===== src/rtl/pipe_hazard_ctrl_pkg.sv =====
// Shared widths, FSM encodings and payload types for the DE/AGEX issue controller.
package pipe_hazard_ctrl_pkg;

    localparam int unsigned DBITS     = 32;
    localparam int unsigned REGNOBITS = 5;
    localparam int unsigned NUM_REGS  = 32;
    localparam int unsigned CNT_W     = 2;

    localparam logic [1:0] HZ_RUN      = 2'd0;
    localparam logic [1:0] HZ_BR_WAIT  = 2'd1;
    localparam logic [1:0] HZ_REDIRECT = 2'd2;

    // Redirect request towards FE
    typedef struct packed {
        logic             redirect;
        logic [DBITS-1:0] pc;
    } hz_fe_t;

    // Control towards DE
    typedef struct packed {
        logic stall;
        logic flush;
    } hz_de_t;

    localparam int unsigned from_HZ_to_FE_WIDTH = $bits(hz_fe_t);
    localparam int unsigned from_HZ_to_DE_WIDTH = $bits(hz_de_t);

    // A source operand is blocked when it is read, is not x0 and has a writer in flight
    function automatic logic src_busy(input logic                 used,
                                      input logic [REGNOBITS-1:0] idx,
                                      input logic [NUM_REGS-1:0]  busy);
        return used && (idx != '0) && busy[idx];
    endfunction

endpackage


===== src/rtl/pipe_hazard_ctrl_if.sv =====
// DE / AGEX / WB / FE signal bundle around the issue controller.
interface pipe_hazard_ctrl_if;
    import pipe_hazard_ctrl_pkg::*;

    logic                 de_valid;
    logic [REGNOBITS-1:0] de_rs1;
    logic                 de_rs1_used;
    logic [REGNOBITS-1:0] de_rs2;
    logic                 de_rs2_used;
    logic [REGNOBITS-1:0] de_rd;
    logic                 de_wr_reg;
    logic                 de_is_branch;
    logic                 issue_stall;
    logic                 agex_br_resolve;
    logic                 agex_br_taken;
    logic [DBITS-1:0]     agex_br_target;
    logic                 fe_redirect;
    logic [DBITS-1:0]     fe_redirect_pc;
    logic                 de_flush;
    logic                 wb_valid;
    logic                 wb_wr_reg;
    logic [REGNOBITS-1:0] wb_rd;
    logic [NUM_REGS-1:0]  busy_vec;
    logic                 sb_err;

    // Pipeline side
    modport master (
        output de_valid, de_rs1, de_rs1_used, de_rs2, de_rs2_used, de_rd, de_wr_reg,
               de_is_branch, agex_br_resolve, agex_br_taken, agex_br_target,
               wb_valid, wb_wr_reg, wb_rd,
        input  issue_stall, fe_redirect, fe_redirect_pc, de_flush, busy_vec, sb_err
    );

    // Controller side
    modport slave (
        input  de_valid, de_rs1, de_rs1_used, de_rs2, de_rs2_used, de_rd, de_wr_reg,
               de_is_branch, agex_br_resolve, agex_br_taken, agex_br_target,
               wb_valid, wb_wr_reg, wb_rd,
        output issue_stall, fe_redirect, fe_redirect_pc, de_flush, busy_vec, sb_err
    );

endinterface


===== src/rtl/pipe_hazard_ctrl_scoreboard.sv =====
// Counting scoreboard: one saturating in-flight counter per architectural register.
module hazard_scoreboard
    import pipe_hazard_ctrl_pkg::*;
(
    input  logic                 clk,
    input  logic                 reset,
    input  logic                 inc_en,
    input  logic [REGNOBITS-1:0] inc_idx,
    input  logic                 dec_en,
    input  logic [REGNOBITS-1:0] dec_idx,
    output logic [NUM_REGS-1:0]  busy_vec,
    output logic                 sb_err
);

    localparam logic [CNT_W-1:0] CNT_MAX = '1;

    logic [CNT_W-1:0]    cnt_q [NUM_REGS];
    logic [CNT_W-1:0]    cnt_d [NUM_REGS];
    logic [NUM_REGS-1:0] busy_d;
    logic                err_d;

    // Next counts; x0 is never tracked, overflow/underflow holds the count and flags an error
    always_comb begin
        cnt_d  = cnt_q;
        err_d  = sb_err;
        busy_d = '0;
        for (int unsigned i = 1; i < NUM_REGS; i++) begin
            if ((inc_en && inc_idx == REGNOBITS'(i)) && !(dec_en && dec_idx == REGNOBITS'(i))) begin
                if (cnt_q[i] == CNT_MAX) err_d = 1'b1;
                else                     cnt_d[i] = cnt_q[i] + CNT_W'(1);
            end else if ((dec_en && dec_idx == REGNOBITS'(i)) && !(inc_en && inc_idx == REGNOBITS'(i))) begin
                if (cnt_q[i] == '0) err_d = 1'b1;
                else                cnt_d[i] = cnt_q[i] - CNT_W'(1);
            end
            busy_d[i] = (cnt_d[i] != '0);
        end
        cnt_d[0] = '0;
    end

    // Counter, busy and sticky error registers
    always_ff @(posedge clk) begin
        if (reset) begin
            cnt_q    <= '{default: '0};
            busy_vec <= '0;
            sb_err   <= 1'b0;
        end else begin
            cnt_q    <= cnt_d;
            busy_vec <= busy_d;
            sb_err   <= err_d;
        end
    end

endmodule


===== src/rtl/pipe_hazard_ctrl.sv =====
// DE->AGEX issue controller: RAW stall, branch serialisation and taken-branch redirect/flush.
module pipe_hazard_ctrl
    import pipe_hazard_ctrl_pkg::*;
(
    input  logic               clk,
    input  logic               reset,
    pipe_hazard_ctrl_if.slave  bus
);

    logic [1:0]          state_q;
    logic [1:0]          state_d;
    hz_fe_t              fe_q;
    hz_de_t              de_c;
    logic                raw_c;
    logic                issue_c;
    logic [NUM_REGS-1:0] busy;
    logic                sb_err;

    // In-flight destination tracking
    hazard_scoreboard u_sb (
        .clk      (clk),
        .reset    (reset),
        .inc_en   (issue_c & bus.de_wr_reg),
        .inc_idx  (bus.de_rd),
        .dec_en   (bus.wb_valid & bus.wb_wr_reg),
        .dec_idx  (bus.wb_rd),
        .busy_vec (busy),
        .sb_err   (sb_err)
    );

    // Next state, stall and issue decision
    always_comb begin
        state_d    = state_q;
        de_c       = '0;
        de_c.flush = fe_q.redirect;
        raw_c      = src_busy(bus.de_rs1_used, bus.de_rs1, busy)
                   | src_busy(bus.de_rs2_used, bus.de_rs2, busy);
        case (state_q)
            HZ_RUN: begin
                de_c.stall = bus.de_valid & raw_c;
            end
            HZ_BR_WAIT: begin
                de_c.stall = 1'b1;
                if (bus.agex_br_resolve) state_d = bus.agex_br_taken ? HZ_REDIRECT : HZ_RUN;
            end
            HZ_REDIRECT: begin
                de_c.stall = 1'b1;
                state_d    = HZ_RUN;
            end
            default: begin
                de_c.stall = 1'b1;
                state_d    = HZ_RUN;
            end
        endcase
        issue_c = bus.de_valid & ~de_c.stall & ~de_c.flush;
        if (state_q == HZ_RUN && issue_c && bus.de_is_branch) state_d = HZ_BR_WAIT;
    end

    // State and FE redirect registers; redirect pulses for the single REDIRECT cycle
    always_ff @(posedge clk) begin
        if (reset) begin
            state_q <= HZ_RUN;
            fe_q    <= '0;
        end else begin
            state_q       <= state_d;
            fe_q.redirect <= (state_d == HZ_REDIRECT);
            if (state_q == HZ_BR_WAIT && bus.agex_br_resolve && bus.agex_br_taken)
                fe_q.pc <= bus.agex_br_target;
        end
    end

    assign bus.issue_stall    = de_c.stall;
    assign bus.de_flush       = de_c.flush;
    assign bus.fe_redirect    = fe_q.redirect;
    assign bus.fe_redirect_pc = fe_q.pc;
    assign bus.busy_vec       = busy;
    assign bus.sb_err         = sb_err;

endmodule


===== src/flat_wrapper.sv =====
// flat-port wrapper written by rule: the top's interface ports become plain ports
module pipe_hazard_ctrl_flat import pipe_hazard_ctrl_pkg::*;
  (clk, reset, bus_de_valid, bus_de_rs1, bus_de_rs1_used, bus_de_rs2, bus_de_rs2_used, bus_de_rd, bus_de_wr_reg, bus_de_is_branch, bus_agex_br_resolve, bus_agex_br_taken, bus_agex_br_target, bus_wb_valid, bus_wb_wr_reg, bus_wb_rd, bus_issue_stall, bus_fe_redirect, bus_fe_redirect_pc, bus_de_flush, bus_busy_vec, bus_sb_err);
  pipe_hazard_ctrl_if bus_i ();
  input  logic clk;
  input  logic reset;
  input wire logic [$bits(bus_i.de_valid)-1:0] bus_de_valid;
  input wire logic [$bits(bus_i.de_rs1)-1:0] bus_de_rs1;
  input wire logic [$bits(bus_i.de_rs1_used)-1:0] bus_de_rs1_used;
  input wire logic [$bits(bus_i.de_rs2)-1:0] bus_de_rs2;
  input wire logic [$bits(bus_i.de_rs2_used)-1:0] bus_de_rs2_used;
  input wire logic [$bits(bus_i.de_rd)-1:0] bus_de_rd;
  input wire logic [$bits(bus_i.de_wr_reg)-1:0] bus_de_wr_reg;
  input wire logic [$bits(bus_i.de_is_branch)-1:0] bus_de_is_branch;
  input wire logic [$bits(bus_i.agex_br_resolve)-1:0] bus_agex_br_resolve;
  input wire logic [$bits(bus_i.agex_br_taken)-1:0] bus_agex_br_taken;
  input wire logic [$bits(bus_i.agex_br_target)-1:0] bus_agex_br_target;
  input wire logic [$bits(bus_i.wb_valid)-1:0] bus_wb_valid;
  input wire logic [$bits(bus_i.wb_wr_reg)-1:0] bus_wb_wr_reg;
  input wire logic [$bits(bus_i.wb_rd)-1:0] bus_wb_rd;
  output wire logic [$bits(bus_i.issue_stall)-1:0] bus_issue_stall;
  output wire logic [$bits(bus_i.fe_redirect)-1:0] bus_fe_redirect;
  output wire logic [$bits(bus_i.fe_redirect_pc)-1:0] bus_fe_redirect_pc;
  output wire logic [$bits(bus_i.de_flush)-1:0] bus_de_flush;
  output wire logic [$bits(bus_i.busy_vec)-1:0] bus_busy_vec;
  output wire logic [$bits(bus_i.sb_err)-1:0] bus_sb_err;
  assign bus_i.de_valid = bus_de_valid;
  assign bus_i.de_rs1 = bus_de_rs1;
  assign bus_i.de_rs1_used = bus_de_rs1_used;
  assign bus_i.de_rs2 = bus_de_rs2;
  assign bus_i.de_rs2_used = bus_de_rs2_used;
  assign bus_i.de_rd = bus_de_rd;
  assign bus_i.de_wr_reg = bus_de_wr_reg;
  assign bus_i.de_is_branch = bus_de_is_branch;
  assign bus_i.agex_br_resolve = bus_agex_br_resolve;
  assign bus_i.agex_br_taken = bus_agex_br_taken;
  assign bus_i.agex_br_target = bus_agex_br_target;
  assign bus_i.wb_valid = bus_wb_valid;
  assign bus_i.wb_wr_reg = bus_wb_wr_reg;
  assign bus_i.wb_rd = bus_wb_rd;
  assign bus_issue_stall = bus_i.issue_stall;
  assign bus_fe_redirect = bus_i.fe_redirect;
  assign bus_fe_redirect_pc = bus_i.fe_redirect_pc;
  assign bus_de_flush = bus_i.de_flush;
  assign bus_busy_vec = bus_i.busy_vec;
  assign bus_sb_err = bus_i.sb_err;
  pipe_hazard_ctrl u_core (.clk(clk), .reset(reset), .bus(bus_i));
endmodule

===== config.mk =====
export PLATFORM = sky130hd
export DESIGN_NAME = pipe_hazard_ctrl_flat
export DESIGN_NICKNAME = d
export VERILOG_FILES = /design/src/rtl/pipe_hazard_ctrl_pkg.sv /design/src/rtl/pipe_hazard_ctrl_if.sv /design/src/rtl/pipe_hazard_ctrl_scoreboard.sv /design/src/rtl/pipe_hazard_ctrl.sv /design/src/flat_wrapper.sv
export SDC_FILE = /design/constraint.sdc
export NUM_CORES = 1
export LEC_CHECK = 0
export CAP_MARGIN = 20
export CORE_UTILIZATION = 25
export CTS_BUF_LIST = sky130_fd_sc_hd__clkbuf_16
export DETAILED_ROUTE_END_ITERATION = 8
export GPL_ROUTABILITY_DRIVEN = 0
export PLACE_DENSITY = 0.4
export SLEW_MARGIN = 40
export SYNTH_ARGS = -nofsm -noshare
export SYNTH_HDL_FRONTEND = slang
export SYNTH_SLANG_ARGS = --single-unit

===== constraint.sdc =====
create_clock -name clk -period 6.9 [get_ports clk]
set_input_delay 1.38 -clock clk [delete_from_list [all_inputs] [get_ports clk]]
set_output_delay 1.38 -clock clk [all_outputs]
set_load 0.03 [all_outputs]

==> flow_metrics.tcl <==
set metrics [dict create \
    status "complete, no violations" \
    synth_compound_area_frac 0.232 \
    rr_startpoint "u_core.u_sb.busy_vec[19]$_SDFF_PP0_" \
    ant_nets 0 \
    grt_pass1_vias 6741 \
    io_buffers 129 \
    synth_area_leaders "dfxtp_1 (36%), nand2_1 (8.4%), a21oi_1 (6.3%)" \
    drv_slew 0 \
    area_growth_pct 30.5 \
    nNetsFinal 1146 \
    rows 62 \
    power.leakage_uw 0.00316 \
    ys_seq_elements 129 \
    first_pass_iters 5 \
    period_share 0.811 \
    power_density_nw_per_um2 192 \
    root_buffer "clkbuf_16" \
    cts_max_level 4 \
    synth_xor_area_frac 0 \
    syn_area_per_cell_sq_um 7.48 \
    skew_ns 0.0136 \
    start_util 0.254 \
    cts_buffers 17 \
    crit_type "in2out" \
    rsz0062_at_grt "no" \
    crit_start "bus_de_rs1[1]" \
    dieWidth_um 172 \
    cp-end-kind "output pin" \
    track_usage 0.186 \
    synthSimpleGateAreaFrac 0.310 \
    syn_nets 1034 \
    drc 0 \
    wl_per_cell_um 18.8 \
    slowest_stage "clkdlybuf4s50_1" \
    fillers 3013 \
    critical_path_arrival_ns 4.21 \
    worstMarginPinSlew_ns 0.847 \
    holdCritStartpoint "u_core.bus.fe_redirect_pc[17]$_SDFFE_PP0P_" \
    slowest_delay_ns 0.87 \
    synth.distinct_cells 74 \
    viasPerCell 5.08 \
    ys_dominant_reg_cell "dfxtp_1" \
    cts_tree "yes" \
    critPathMaxFanout 11 \
    finalPower_uw 1820 \
    maxCapViolations 0 \
    synth_top_area_frac 0.355 \
    yosys_warnings 0 \
    ir_drop_v 0.000179 \
    holdBufCountCts 0 \
    syn_area_sq_um 7270 \
    cts_max_path_buffers 2 \
    drt_wl_total_um 27900 \
    hpwl_um 21000 \
    synth_enable_flop_cells 0 \
    min_path_type "reg2reg" \
    ios 131 \
    fmaxAchievable_mhz 179 \
    synth_commonest_cells "nand2_1 (162), dfxtp_1 (129), a21oi_1 (92)" \
    grt-ovfl-total 0 \
    wl_met1_um 13600 \
    ys_seq_area_frac 0.355 \
    wl_met2_um 12200 \
    synthCells 971 \
    die_y_um 172 \
    cts_resized 0 \
    required_ns 5.52 \
    startpoint_type "input pin" \
    synth_mux_area_frac 0.0572 \
    dieArea_sq_um 29800 \
    cts.sinks 129 \
    synth_top_family_by_area "simple AND/OR/NAND/NOR gates" \
    cp_top_family "buffers and inverters" \
    antenna_found_initial 1 \
    synth_adder_area_share 0.00413 \
    yosys.area.top_type "dfxtp_1" \
    clock_latency_ns 0.43 \
    maxSlewHeadroom 0.432 \
    clk_pin_slew_ns 0.06 \
    dr.max_layer_used "met4" \
    core_sq_um 28600 \
    setup_viol 0 \
    finalHoldViolations 0 \
    grt_max_degree 65 \
    vias 7523 \
    drt_iter0_markers 487 \
    finalSetupTns_ns 0 \
    cp_cell_sequence "clkdlybuf4s50_1, mux4_2, nand2_1, nand4b_1, and3_1, o21ai_0, nand2_1, clkdlybuf4s50_1" \
    dr_wl_met3_um 1400 \
    synth_async_sr_flop_share 0 \
    drive_gt1_frac 0.0776 \
    path_buf_inv 2 \
    postCtsSetupRepairBufs 0 \
    grt_pass1_wl_um 40800 \
    antenna-diode-count 0 \
    post-route-min-period_ns 5.59 \
    synth.most_common_cell "nand2_1" \
]
[metrics by stage]
stage	hold slack (ns)	utilization	instance area, sq um	worst slack [ns]	instances
6_report	0.451	0.331	9480	1.31	1480
2_1_floorplan	0.466	-	7270	2.58	971
4_1_cts	0.455	0.331	9460	1.28	1480
5_1_grt	0.473	0.331	9480	1.16	1480
3_5_place_dp	0.446	0.311	8900	1.29	1448
3_3_place_gp	0.443	0.311	8900	1.34	1448
[registers in the layout, indices dropped and copies added, names as in the netlist]
register                   cells
u_core.bus.fe_redirect_pc     32
u_core.bus.de_flush            1
u_core.state_q                 2
u_core.u_sb.cnt_q             62
u_core.u_sb.sb_err             1
u_core.u_sb.busy_vec          31
[worst min-delay path: stages, from the launching register on]
cell and delay [ns]:
dfxtp_1 0.30, nand2_1 0.05, a21oi_1 0.05
[worst paths after layout]
path                                           endpoint  slack, ns  cells after the start
max                                     bus_issue_stall       1.31                      8
min          u_core.bus.fe_redirect_pc[17]$_SDFFE_PP0P_       0.45                      2
max reg2reg               u_core.u_sb.sb_err$_SDFF_PP0_       3.26                     10
min reg2reg  u_core.bus.fe_redirect_pc[17]$_SDFFE_PP0P_       0.45                      2
[cell families (layout without fill, tap and decap cells)]
kind of cell | count (synthesis) | in the layout
other | 1 | 1
AND/OR/NAND/NOR | 459 | 459
flip-flops | 129 | 129
adder cells (fa/ha/maj) | 3 | 3
buffers and inverters | 68 | 193
multiplexers | 34 | 34
AO/OA/AOI/OAI | 277 | 277
[final cells by class]
cell class	count	area (sq um)	area share
sequential	129	2580	0.272
timing repair buffer	139	1360	0.144
multi-input combinational	774	4410	0.465
clock inverter	15	138	0.0145
inverter	22	82.6	0.00871
tap	384	480	0.0507
clock buffer	17	425	0.0449
[report_power, final]
group          internal, uW  switching, uW  total [uW]  leakage [uW]
sequential              751           5.58         756       0.00104
clock                   500            384         884      0.000263
combinational          72.0            107         179       0.00186
total                  1320            496        1820       0.00316
[cell usage in the layout (no fill, tap or decap), types with 17 or more instances in the layout]
cell type | synthesis | routed
nand2_1 | 162 | 162
and3_1 | 17 | 17
a21oi_1 | 92 | 92
clkdlybuf4s50_1 | 0 | 128
nand3_1 | 55 | 54
nor3_1 | 38 | 37
mux2i_1 | 22 | 22
a31oi_1 | 18 | 18
o21ai_0 | 85 | 85
dfxtp_1 | 129 | 129
clkbuf_16 | 0 | 17
nor2b_1 | 17 | 17
nor2_1 | 63 | 63
inv_1 | 22 | 24
or2_2 | 20 | 20
[routing by layer]
metal	vias to the layer above	GRT usage
met2	223	0.286
met3	35	0.0261
met1	3521	0.259
li1	3744	-
met4	0	0.0766
met5	-	0
Power figures use the tool's default switching activity.
